### src/rtl/divisor_pkg.sv
// Shared definitions for the divider sequencer/arbiter: state encoding,
// default operand width and the requester index type.
package divisor_pkg;

    localparam int ANCHO_DEF = 16;

    typedef enum logic [2:0] {
        OCIOSO = 3'd0,
        CARGA  = 3'd1,
        ITERA  = 3'd2,
        FIN    = 3'd3,
        ESPERA = 3'd4
    } estado_t;

    // Index of the requester that currently owns the divider.
    typedef logic [0:0] idx_t;

endpackage

### src/rtl/divisor_datapath.sv
// Restoring shift-subtract divider datapath: operand, remainder, quotient and
// iteration counter registers, driven by the carga/paso strobes.
module divisor_datapath
    import divisor_pkg::*;
#(
    parameter int ANCHO = ANCHO_DEF
) (
    input  logic             reloj,
    input  logic             reset,
    input  logic             carga,
    input  logic             paso,
    input  logic [ANCHO-1:0] dividendo_i,
    input  logic [ANCHO-1:0] divisor_i,
    output logic [ANCHO-1:0] cociente_o,
    output logic [ANCHO-1:0] residuo_o,
    output logic             cuenta_cero_o,
    output logic             divisor_cero_o
);

    localparam int CW = $clog2(ANCHO + 1);

    // dq_q starts as the dividend and fills with quotient bits as it shifts out.
    logic [ANCHO-1:0] dq_q, dq_d;
    logic [ANCHO-1:0] dvs_q, dvs_d;
    logic [ANCHO:0]   rem_q, rem_d;
    logic [CW-1:0]    cnt_q, cnt_d;
    logic [ANCHO+1:0] despl;

    // NOTE: every variable gets a default before any branch so no latch is inferred.
    always_comb begin
        dq_d  = dq_q;
        dvs_d = dvs_q;
        rem_d = rem_q;
        cnt_d = cnt_q;
        despl = {rem_q, dq_q[ANCHO-1]};
        if (carga) begin
            dq_d  = dividendo_i;
            dvs_d = divisor_i;
            rem_d = '0;
            cnt_d = CW'(ANCHO);
        end else if (paso) begin
            if (despl >= {2'b00, dvs_q}) begin
                rem_d = (ANCHO+1)'(despl - {2'b00, dvs_q});
                dq_d  = {dq_q[ANCHO-2:0], 1'b1};
            end else begin
                rem_d = (ANCHO+1)'(despl);
                dq_d  = {dq_q[ANCHO-2:0], 1'b0};
            end
            cnt_d = cnt_q - CW'(1);
        end
    end

    // NOTE: sequential state uses non-blocking assignments only, so every
    // register samples the pre-edge values regardless of block ordering.
    always_ff @(posedge reloj) begin
        if (reset) begin
            dq_q  <= '0;
            dvs_q <= '0;
            rem_q <= '0;
            cnt_q <= '0;
        end else begin
            dq_q  <= dq_d;
            dvs_q <= dvs_d;
            rem_q <= rem_d;
            cnt_q <= cnt_d;
        end
    end

    assign cociente_o     = dq_q;
    assign residuo_o      = rem_q[ANCHO-1:0];
    // High during the last iteration: the counter hits zero on this step.
    assign cuenta_cero_o  = (cnt_q == CW'(1));
    assign divisor_cero_o = (divisor_i == '0);

endmodule

### src/rtl/divisor_arbitro.sv
// Two-requester arbiter and sequencer for the shared divider datapath.
// Define DIVISOR_RR_EN for round-robin arbitration; otherwise req0 has fixed priority.
module divisor_arbitro
    import divisor_pkg::*;
#(
    parameter int ANCHO = ANCHO_DEF
) (
    input  logic             reloj,
    input  logic             reset,
    input  logic             req0,
    input  logic             req1,
    input  logic [ANCHO-1:0] dividendo0,
    input  logic [ANCHO-1:0] divisor0,
    input  logic [ANCHO-1:0] dividendo1,
    input  logic [ANCHO-1:0] divisor1,
    output logic             ack0,
    output logic             ack1,
    output logic [ANCHO-1:0] cociente,
    output logic [ANCHO-1:0] residuo,
    output logic             error_div0,
    output logic             ocupado,
    output logic [2:0]       Est
);

    estado_t          est_q, est_d;
    idx_t             grant_q, grant_d, sel;
    logic             err_q, err_d;
    logic [ANCHO-1:0] coc_q, res_q, coc_fin, res_fin;
    logic [ANCHO-1:0] dp_coc, dp_res;
    logic             cuenta_cero, divisor_cero, req_conc;

    assign req_conc = grant_q[0] ? req1 : req0;

`ifdef DIVISOR_RR_EN
    idx_t ptr_q;

    always_ff @(posedge reloj) begin
        if (reset)
            ptr_q <= '0;
        else if (est_q == ESPERA && !req_conc)
            ptr_q <= ~grant_q;
    end

    assign sel = (req0 && req1) ? ptr_q : idx_t'(req1);
`else
    assign sel = idx_t'(!req0);
`endif

    divisor_datapath #(.ANCHO(ANCHO)) u_dp (
        .reloj          (reloj),
        .reset          (reset),
        .carga          (est_q == CARGA),
        .paso           (est_q == ITERA),
        .dividendo_i    (grant_q[0] ? dividendo1 : dividendo0),
        .divisor_i      (grant_q[0] ? divisor1 : divisor0),
        .cociente_o     (dp_coc),
        .residuo_o      (dp_res),
        .cuenta_cero_o  (cuenta_cero),
        .divisor_cero_o (divisor_cero)
    );

    always_ff @(posedge reloj) begin
        if (reset) begin
            est_q   <= OCIOSO;
            grant_q <= '0;
            err_q   <= 1'b0;
            coc_q   <= '0;
            res_q   <= '0;
        end else begin
            est_q   <= est_d;
            grant_q <= grant_d;
            err_q   <= err_d;
            if (est_q == FIN) begin
                coc_q <= coc_fin;
                res_q <= res_fin;
            end
        end
    end

    always_comb begin
        est_d   = est_q;
        grant_d = grant_q;
        err_d   = err_q;
        case (est_q)
            OCIOSO: if (req0 || req1) begin
                grant_d = sel;
                est_d   = CARGA;
            end
            CARGA: begin
                err_d = divisor_cero;
                est_d = divisor_cero ? FIN : ITERA;
            end
            ITERA:   if (cuenta_cero) est_d = FIN;
            FIN:     est_d = ESPERA;
            ESPERA:  if (!req_conc) est_d = OCIOSO;
            default: est_d = OCIOSO;
        endcase
    end

    // A zero divisor skips ITERA, so the quotient register still holds the dividend.
    assign coc_fin = err_q ? '1 : dp_coc;
    assign res_fin = err_q ? dp_coc : dp_res;

    always_comb begin
        ack0       = (est_q == FIN) && !grant_q[0];
        ack1       = (est_q == FIN) && grant_q[0];
        error_div0 = (est_q == FIN) && err_q;
        ocupado    = (est_q != OCIOSO);
        Est        = est_q;
        cociente   = (est_q == FIN) ? coc_fin : coc_q;
        residuo    = (est_q == FIN) ? res_fin : res_q;
    end

endmodule
### config.mk
export PLATFORM = sky130hd
export DESIGN_NAME = divisor_arbitro
export DESIGN_NICKNAME = d
export VERILOG_FILES = /design/src/rtl/divisor_pkg.sv /design/src/rtl/divisor_datapath.sv /design/src/rtl/divisor_arbitro.sv
export SDC_FILE = /design/constraint.sdc
export NUM_CORES = 1
export LEC_CHECK = 0
export CAP_MARGIN = 0
export CORE_MARGIN = 3
export CORE_UTILIZATION = 52
export CTS_CLUSTER_DIAMETER = 100
export DETAILED_ROUTE_END_ITERATION = 10
export PLACE_DENSITY = 0.82
export SLEW_MARGIN = 20
export SYNTH_ARGS = -nofsm -noshare
export SYNTH_HDL_FRONTEND = slang
export SYNTH_SLANG_ARGS = --single-unit
### constraint.sdc
create_clock -name reloj -period 3 [get_ports reloj]
set_input_delay 0.75 -clock reloj [delete_from_list [all_inputs] [get_ports reloj]]
set_output_delay 0.75 -clock reloj [all_outputs]
set_load 0.03 [all_outputs]
---- Yosys cells after proc, flatten, opt, wreduce, memory -nomap -nowiden ----
Cells that the tools add are included.
word-level totals
  bits in registers ....................... 91
  input port bits ......................... 68
  output and inout port bits .............. 39
  word-level logic and storage cells ...... 52
cells by class
  add/sub/neg operators ................... 2
  magnitude comparators ................... 1
  equal/unequal tests ..................... 8
  muxes and demuxes ....................... 18
  reductions and logical operators ........ 13
operators with widths
  cell                                                                   count
  16-bit two-way mux                                                     8
  18-bit by 16-bit >= comparator with 1-bit output                       1
  17-bit two-way mux                                                     1
  17-bit by 16-bit subtractor with 17-bit output                         1
  16-bit zero test                                                       1
  3-bit one-hot mux with 5 select lines                                  1
  5-bit two-way mux                                                      2
  3-bit two-way mux                                                      3
  3-bit by 2-bit equality test with 1-bit output, second input constant  2
  2-bit != test, second input constant                                   3
  5-bit by 1-bit equality test with 1-bit output, second input constant  1
  5-bit by 1-bit subtractor with 5-bit output, second input constant     1
  3-bit by 1-bit equality test with 1-bit output, second input constant  1
  3-bit equality test, second input constant                             1
  1-bit logical AND                                                      3
  3-bit zero test                                                        1
  1-bit two-way mux                                                      3
  3-bit AND reduction                                                    1
  3-bit nonzero test                                                     1
  1-bit zero test                                                        2
  2-bit AND reduction                                                    1
  2-bit nonzero test                                                     1
  2-bit OR reduction                                                     1
  1-bit logical OR                                                       1

---- Depth between registers and ports, before layout ----
Gate-level depths: netlist of run 1.
  depth in word-level cells ............... 4
  depth in mapped cells ................... 12
  depth with buffers taken out ............ 10

---- Cells and area by module ----
Synthesis of run 1 repeated with hierarchy kept, for this count alone.
unflattened totals
  cell total of the unflattened synthesis .. 647
  area, all modules ....................... 5582.9 sq um
by module, submodules not included
  module            times used  cells an instance  area each (sq um)  sequential area each (sq um)
  divisor_datapath  1           402                3288.2             1081.0
  divisor_arbitro   1           245                2294.7             740.7

---- Worst setup path after synthesis of run 1 ----
OpenSTA, ideal clock, no wires.
  path type ............................... reg-to-output
  from .................................... register est_q[2] (netlist: Est[2])
  to ...................................... output cociente[0]
  data arrival time ....................... 1.840 ns
  path slack .............................. 0.410 ns
  cell stages (with the launch flop) ...... 7
  buffers on the path ..................... 3
  path through ............................ dfxtp_1 -> buf_2 -> nand3b_1 -> clkbuf_1 -> clkbuf_1 -> nand2_1 -> o21ai_0
between the ends
  word-level cells in the longest chain between the ends .. 2
ends and longest elaborated chain
  element                                         line                    text
  from (decl)                                     divisor_arbitro.sv:25   estado_t est_q, est_d;
  from (signal assigned)                          divisor_arbitro.sv:70   est_q <= est_d;
  3-bit by 2-bit equality test with 1-bit output  divisor_arbitro.sv:110  cociente = (est_q == FIN) ? coc_fin : coc_q;
  16-bit two-way mux                              -
  to (decl)                                       divisor_arbitro.sv:18   output logic [ANCHO-1:0] cociente,
Every way passes these cells.

---- Final worst setup path of run 1 ----
  from .................................... register est_q[2] (netlist: Est[2])
  to ...................................... output error_div0
between the ends
  word-level cells in the longest chain between the ends .. 2
ends and longest elaborated chain
  element                                         line                    text
  3-bit by 2-bit equality test with 1-bit output  divisor_arbitro.sv:107  error_div0 = (est_q == FIN) && err_q;
  1-bit logical AND                               divisor_arbitro.sv:107
  to (decl)                                       divisor_arbitro.sv:20   output logic error_div0,
Every way passes these cells.

==> impl_metrics.toml, run 1 <==
[clocking]
clock_path_buffers = 2
path_clk_slew_ns = 0.10
cts-root-buf = "clkbuf_8"
clock_latency_ns = 0.36
cts.sinks = 91
cts_made_buffers = 9
cts_tree = "built"
htree_num_levels = 3
postCtsSetupBuffers = 0

[floorplanning]
initial_utilization_pct = 54.9
die_h_um = 106
ios = 107
die_w_um = 106
coreArea_um2 = 9500
dieArea_um2 = 11300
rows = 35

[power]
vdd_ir_drop_max_mv = 0.630
p_per_area_nw_per_um2 = 916
p_leak_nw = 2.40

[route]
wire_per_inst_um = 16.9
ant_nets = 0
wl_met3_um = 875
route.detailed.drc = 0
drt-total-wl_um = 14400
dr_wl_met2_um = 6810
vias = 4939
firstDrtPassIters = 6
viasPerCell = 5.79
drtIter0Drc = 354
m1WireLength_um = 6410
highest_layer = "met4"

[synth]
ys_warn_count = 0
synthArstFlopShare_pct = 0
syn-num-nets = 724
synth_ff_type = "dfxtp_1"
synthCells = 637
syn_area_um2 = 5220
synth-edff-count = 0
synth_commonest_cells = "91 x dfxtp_1, 90 x nor2_1, 57 x mux2i_1"
netlist_top_cells_area = "dfxtp_1 35%, mux2i_1 11%, nor2_1 6.5%, o21ai_0 5.1%, ha_1 4.3%"
synth_top_area_share_pct = 34.9
synth-seq-cells = 91
synth.most_common_cell = "dfxtp_1"
avgSynthCellArea_um2 = 8.19
yosysSeqAreaShare_pct = 34.9
synthDistinctLibCells = 58
yosys.area.top_type = "dfxtp_1"

[final_layout]
antenna_cells = 0
drive_gt1_share_pct = 11.0
final_area_um2 = 6470
fillers = 808
post-route-util_pct = 68.1
num-nets-final = 806
instances_no_fill = 853
multi_input_area_um2 = 3120
regArea_um2 = 1830
area_growth_pct = 24.1

[sta]
setup_tns_ns = 0
min_period_ns = 2.82
rsz0062_at_grt = "no"
setup_viol = 0
tightest_slew_ns = 0.725
slew_violations = 0
finalCritPeriodShare_pct = 94.1
slew_headroom_pct = 51.7
fin_skew_ns = 0.0191
report.final.hold_viol_count = 0
fmax_mhz = 354
timing.hold.ws_ns = 0.510

[global_routing]
track_usage_pct = 25.4
grt_max_degree = 71
grt_pass1_wl_um = 23300
grt_pass1_vias = 4790
antenna_found_initial = 0
grt_overflow = 0

[place]
gp_congestion = 0.864
io_buffers = 106
post_dp_cell_area_um2 = 6260
dp.cells = 837
hpwl_um = 10800

[critical_path]
ff2ff_setup_slack_ns = 0.37
critPathCaptureType = "output port"
timing.rr.start = "u_dp.cociente_o[15]$_SDFFE_PP0N_"
r2r_cells = 11
worst_ep_arrival_time_ns = 2.07
cp.required_ns = 2.25
r2r_end = "u_dp.rem_q[16]$_SDFFE_PP0P_"
crit_fanout = 10
critPathKind = "reg -> out"
start_kind = "register"

[hold_path]
holdPathEnd = "u_dp.dvs_q[15]$_SDFFE_PP0P_"
min-delay-start = "u_dp.dvs_q[15]$_SDFFE_PP0P_"
hold_class = "reg -> reg"
holdPathStages = 2

[job]
maxCapViolCount = 0

[status]
status = "finished clean"
worst max path at each step:
stage | start | to | slack (ns) | cells past startpoint
finish | Est[2]$_SDFFE_PP0P_ | error_div0 | 0.18 | 3
global route | Est[2]$_SDFFE_PP0P_ | residuo[3] | 0.06 | 4
CTS | Est[0]$_SDFFE_PP0P_ | error_div0 | 0.08 | 3
detailed placement | divisor1[9] | Est[0]$_SDFFE_PP0P_ | 0.21 | 7
global placement | divisor1[9] | Est[0]$_SDFFE_PP0P_ | 0.31 | 7
floorplan | Est[2]$_SDFFE_PP0P_ | cociente[0] | 0.41 | 6
sequential cells by signal (all words and copies together) (netlist names):
signal / count
Est: 3
coc_q: 16
err_q: 1
grant_q: 1
res_q: 16
u_dp.cnt_q: 5
u_dp.cociente_o: 16
u_dp.dvs_q: 16
u_dp.rem_q: 17
critical path, cell delays in order (launching register included):
cell and delay, ns:
dfxtp_1 0.44, nand3b_1 0.40, nor2_1 0.19, clkdlybuf4s50_1 0.69
placed cells by master, fill, tap and decap left out, types with 26 or more instances in the layout:
cell type,n
nor2_1,89
dfxtp_1,88
clkdlybuf4s50_1,73
mux2i_1,57
o21ai_0,53
nand2_1,48
buf_4,41
nor2b_1,34
a21oi_1,29
inv_1,26
cell type report:
class,instances,area share [%]
Clock inverter,7,1.24
Sequential cell,91,28.2
Inverter,26,1.51
Timing Repair Buffer,116,16.4
Clock buffer,9,1.91
Multi-Input combinational cell,475,48.2
Tap cell,129,2.49
cell families after synthesis:
group | share of synthesized area (%)
muxes | 11.2
buffers and inverters | 5.57
AOI/OAI and AO/OA | 20.5
adders and majority gates | 4.70
and+or+nand+nor | 20.8
xor gates and xnor gates | 2.35
DFF | 34.9
layer usage:
layer | up-vias | GRT usage [%]
met5 | - | 0
met4 | 0 | 7.86
met3 | 27 | 4.07
met2 | 182 | 41.9
met1 | 2306 | 34.3
li1 | 2424 | -
stage by stage:
stage	setup WS (ns)	total power, mW
floorplan	0.410	4.28
global placement	0.314	4.98
detailed placement	0.213	5.05
CTS	0.0776	5.89
global route	0.0565	6.35
finish	0.176	5.92
where the power goes:
part / switching (mW) / total [mW] / leakage (nW) / internal, mW
sequential: 0.291 / 1.72 / 0.741 / 1.43
clock: 0.513 / 0.842 / 0.0990 / 0.330
combinational: 1.96 / 3.36 / 1.56 / 1.40
total: 2.76 / 5.92 / 2.40 / 3.16
what timing repair did:
action,in CTS,in global routing
gates resized for setup,0,2
endpoints found under the setup margin,0,7
hold buffers,0,0
Note: power is estimated with default switching activity, not from simulation.
==> run 2: changes to the inputs <==
Settings changed: PLACE_DENSITY 0.82 to 0.81.
==> run 2 against run 1 <==
Net effect: sequential share of layout area up 0.071 points; worst hold slack worse by 0.0041 ns; non-clock buffer count up 2; total power fell by 0.72%; sequential power hardly changed; design area down 0.39%; largest cell class unchanged.
==> impl_metrics.toml, run 2 (synthesis gave the netlist of run 1 again) <==
[floorplanning]
ios = 107
rows = 35
dieArea_um2 = 11300
initial_utilization_pct = 54.9
die_h_um = 106
coreArea_um2 = 9500
die_w_um = 106

[critical_path]
r2r_cells = 10
cpPeakStageDelay_ns = 0.43
crit_fanout = 14
path_cells = "inv_1 > ha_1 > inv_1 > fa_1 > a21o_1 > a221oi_4 > o211ai_2 > a21o_1 > mux2i_1 > a211oi_1"
ff2ff_setup_slack_ns = 0.22
cp.required_ns = 3.29
crit_slowest_cell = "a21o_1"
timing.rr.start = "u_dp.cociente_o[15]$_SDFFE_PP0N_"
critPathKind = "reg -> reg"
critPathCaptureType = "register"
path_buf_inv = 2
worst_ep_arrival_time_ns = 3.07
crit_family = "compound AO/OA/AOI/OAI gates"
r2r_end = "u_dp.rem_q[12]$_SDFFE_PP0P_"
start_kind = "register"

[final_layout]
largest_reg_flops = 17
post-route-util_pct = 67.8
layout_common_cells = "90 x dfxtp_1, 90 x nor2_1, 73 x clkdlybuf4s50_1, 57 x mux2i_1, 53 x o21ai_0"
drive_gt1_share_pct = 10.7
instances_no_fill = 855
antenna_cells = 0
fillers = 814
regMostFlops = "u_dp.rem_q"
num-nets-final = 808
area_growth_pct = 23.6

[clocking]
ctsResizeCount = 0
cts_tree = "built"
ctsHoldBuffers = 0
postCtsSetupBuffers = 0
cts.sinks = 91
htree_num_levels = 3
clock_latency_ns = 0.37
cts_made_buffers = 9
clock_path_buffers = 2
cts-root-buf = "clkbuf_8"
path_clk_slew_ns = 0.09

[route]
ant_nets = 0
viasPerCell = 5.83
wire_per_inst_um = 17.2
drtIter0Drc = 335
firstDrtPassIters = 5
vias = 4981
drt-total-wl_um = 14700
route.detailed.drc = 0

[sta]
slew_headroom_pct = 54.5
setup_viol = 0
finalCritPeriodShare_pct = 92.6
slew_violations = 0
setup_tns_ns = 0
timing.hold.ws_ns = 0.506
min_period_ns = 2.78
tightest_slew_ns = 0.682
rsz0062_at_grt = "no"
report.final.hold_viol_count = 0
fmax_mhz = 360
fin_skew_ns = 0.0116

[global_routing]
track_usage_pct = 26.5
grt_pass1_wl_um = 24200
grt_overflow = 0
grt_max_degree = 63
grt_pass1_vias = 4882
antenna_found_initial = 0

[hold_path]
min-delay-start = "u_dp.dvs_q[5]$_SDFFE_PP0P_"
hold_class = "reg -> reg"
holdPathStages = 2
holdPathEnd = "u_dp.dvs_q[5]$_SDFFE_PP0P_"

[place]
dp.cells = 839
io_buffers = 106
gp_congestion = 0.890
hpwl_um = 11200

[power]
finalPower_mw = 5.88
vdd_ir_drop_max_mv = 0.477
p_leak_nw = 2.39
p_per_area_nw_per_um2 = 913

[status]
status = "finished clean"

[job]
maxCapViolCount = 0
## run 2: worst max path at each step
stage               depth (start not counted)                        startpoint  slack [ns]                          end
floorplan                                   6               Est[2]$_SDFFE_PP0P_        0.41                  cociente[0]
global placement                            7                       divisor1[9]        0.32          Est[0]$_SDFFE_PP0P_
detailed placement                         10  u_dp.cociente_o[15]$_SDFFE_PP0N_        0.27  u_dp.rem_q[12]$_SDFFE_PP0P_
CTS                                         3               Est[2]$_SDFFE_PP0P_        0.21                  cociente[2]
global route                               10  u_dp.cociente_o[15]$_SDFFE_PP0N_        0.04  u_dp.rem_q[12]$_SDFFE_PP0P_
finish                                     10  u_dp.cociente_o[15]$_SDFFE_PP0N_        0.22  u_dp.rem_q[12]$_SDFFE_PP0P_
## run 2: final cells by class
type	instances	area [um^2]	area share (%)
flip-flops and latches	91	1820	28.3
clock buffers	10	128	1.98
repair buffers	118	1080	16.7
multi-input cells	475	3120	48.3
clock inverters	6	41.3	0.641
inverters	26	97.6	1.51
well taps	129	161	2.50
## run 2: worst reg2reg max path, stage by stage (launching register included)
cell and delay (ns):
dfxtp_1 0.36, inv_1 0.08, ha_1 0.18, inv_1 0.06, fa_1 0.39, a21o_1 0.24, a221oi_4 0.39, o211ai_2 0.14
a21o_1 0.43, mux2i_1 0.21, a211oi_1 0.23
## run 2: per-stage QoR
step / area [um^2] / setup slack [ns]
finish: 6440 / 0.222
detailed placement: 6280 / 0.268
global route: 6440 / 0.0407
global placement: 6280 / 0.325
floorplan: 5220 / 0.410
CTS: 6440 / 0.212
## run 2: layer usage
metal  vias to the layer above  track usage, %  part of all wire [%]
met1                      2304            35.6                    45
met4                         0            8.97                   2.7
met3                        28            4.86                   5.9
met5                         -               0                     0
met2                       208            43.0                    47
li1                       2441               -                     -
## run 2: power breakdown
| part | switching (mW) | internal (mW) | leakage (nW) |
|---|---|---|---|
| registers | 0.264 | 1.43 | 0.741 |
| clock network | 0.449 | 0.301 | 0.0787 |
| logic | 2.05 | 1.39 | 1.57 |
==> run 3: changes to the inputs <==
Settings changed: MAX_ROUTING_LAYER set to met4, PLACE_DENSITY 0.81 to 0.89.
==> run 3 against run 2 <==
Net effect: design area increased by 2.2%; largest cell class unchanged; wire length decreased by 1.1%; global-route usage about the same; worst hold slack improved by 0.0043 ns; utilization increased by 1.5 points; total power increased by 4.7%; largest power group unchanged; register-to-register slack improved by 0.14 ns; critical path depth decreased by 6; worst setup slack got worse by 0.085 ns.
==> impl_metrics.toml, run 3 (synthesis gave the netlist of run 1 again) <==
[route]
firstDrtPassIters = 5
drt-total-wl_um = 14500
route.detailed.drc = 0
vias = 5076
drtIter0Drc = 391
ant_nets = 0
viasPerCell = 5.95
wire_per_inst_um = 17.0

[floorplanning]
rows = 35
die_h_um = 106
die_w_um = 106
ios = 107
dieArea_um2 = 11300
initial_utilization_pct = 54.9
coreArea_um2 = 9500

[power]
p_per_area_nw_per_um2 = 935
p_leak_nw = 2.45
vdd_ir_drop_max_mv = 0.598

[job]
maxCapViolCount = 0

[hold_path]
hold_class = "reg -> reg"

[critical_path]
cp.required_ns = 2.25
critPathKind = "reg -> out"
start_kind = "register"
worst_ep_arrival_time_ns = 2.11
critPathCaptureType = "output port"
crit_fanout = 65

[final_layout]
layout_common_cells = "90 x nor2_1, 89 x dfxtp_1, 70 x clkdlybuf4s50_1, 57 x mux2i_1, 51 x o21ai_0"
regMostFlops = "u_dp.rem_q"
area_growth_pct = 26.3
largest_reg_flops = 17
antenna_cells = 0
drive_gt1_share_pct = 11.2
final_common_cell = "nor2_1"
post-route-util_pct = 69.3
num-nets-final = 806

[clocking]
ctsHoldBuffers = 0
clock_latency_ns = 0.37
cts_made_buffers = 9
htree_num_levels = 3
cts-root-buf = "clkbuf_8"
cts.sinks = 91
postCtsSetupBuffers = 0
cts_tree = "built"
clock_path_buffers = 2
path_clk_slew_ns = 0.10

[place]
hpwl_um = 10800
dp_slack_ns = 0.262
io_buffers = 106
gp_congestion = 1.00

[sta]
slew_headroom_pct = 26.5
setup_viol = 0
report.final.hold_viol_count = 0
slew_violations = 0
timing.hold.ws_ns = 0.510
min_period_ns = 2.86
setup_tns_ns = 0
tightest_slew_ns = 1.10
fmax_mhz = 349
finalCritPeriodShare_pct = 95.4
fin_skew_ns = 0.0138
rsz0062_at_grt = "no"
fin_ws_ns = 0.137

[global_routing]
grt_pass1_wl_um = 23700
track_usage_pct = 26.5
grt_overflow = 0
grt_pass1_vias = 5005
antenna_found_initial = 0
grt_max_degree = 66

[status]
status = "finished clean"
run 3: worst paths after layout:
path                               startpoint                          end  slack [ns]  cells past startpoint
max                       Est[1]$_SDFFE_PP0P_                  cociente[3]        0.14                      4
min               u_dp.dvs_q[12]$_SDFFE_PP0P_  u_dp.dvs_q[12]$_SDFFE_PP0P_        0.51                      2
max reg2reg  u_dp.cociente_o[15]$_SDFFE_PP0N_  u_dp.rem_q[12]$_SDFFE_PP0P_        0.36                     10
min reg2reg       u_dp.dvs_q[12]$_SDFFE_PP0P_  u_dp.dvs_q[12]$_SDFFE_PP0P_        0.51                      2
run 3: layout make-up:
type / count / area (um^2)
clock inverters: 7 / 123
repair buffers: 116 / 1140
well taps: 129 / 161
inverters: 26 / 97.6
clock buffers: 9 / 124
flip-flops and latches: 91 / 1820
multi-input cells: 475 / 3120
fillers: 710 / 2910
run 3: per-stage QoR:
stage,power [mW],instance area (um^2),instances
2_1_floorplan,4.28,5220,637
3_3_place_gp,4.91,6340,837
3_5_place_dp,5.06,6340,837
4_1_cts,6.07,6590,853
5_1_grt,6.50,6590,853
6_report,6.16,6590,853
run 3: timing repair:
action	in CTS	in global routing
endpoints found under the setup margin	0	3
endpoints found under the hold margin	0	0
gates resized for setup	0	3
run 3: critical path: stages (launching register included):
cell      delay, ns
dfxtp_1        0.56
nand3b_1       0.28
buf_12         0.27
o21ai_0        0.40
buf_4          0.24
run 3: metal layers:
metal	GRT usage, %	up-vias	share of wire (%)	routed length [um]
met5	-	-	0	0
met4	12.6	0	3.9	565
met3	3.40	55	6.7	971
met2	42.7	280	48	6970
met1	33.1	2313	42	6030
li1	-	2428	-	-
run 3: where the power goes:
group | internal (mW) | leakage (nW) | total (mW) | switching, mW
clock | 0.495 | 0.119 | 1.00 | 0.509
sequential | 1.43 | 0.741 | 1.71 | 0.284
combinational | 1.40 | 1.59 | 3.44 | 2.04
total | 3.33 | 2.45 | 6.16 | 2.83
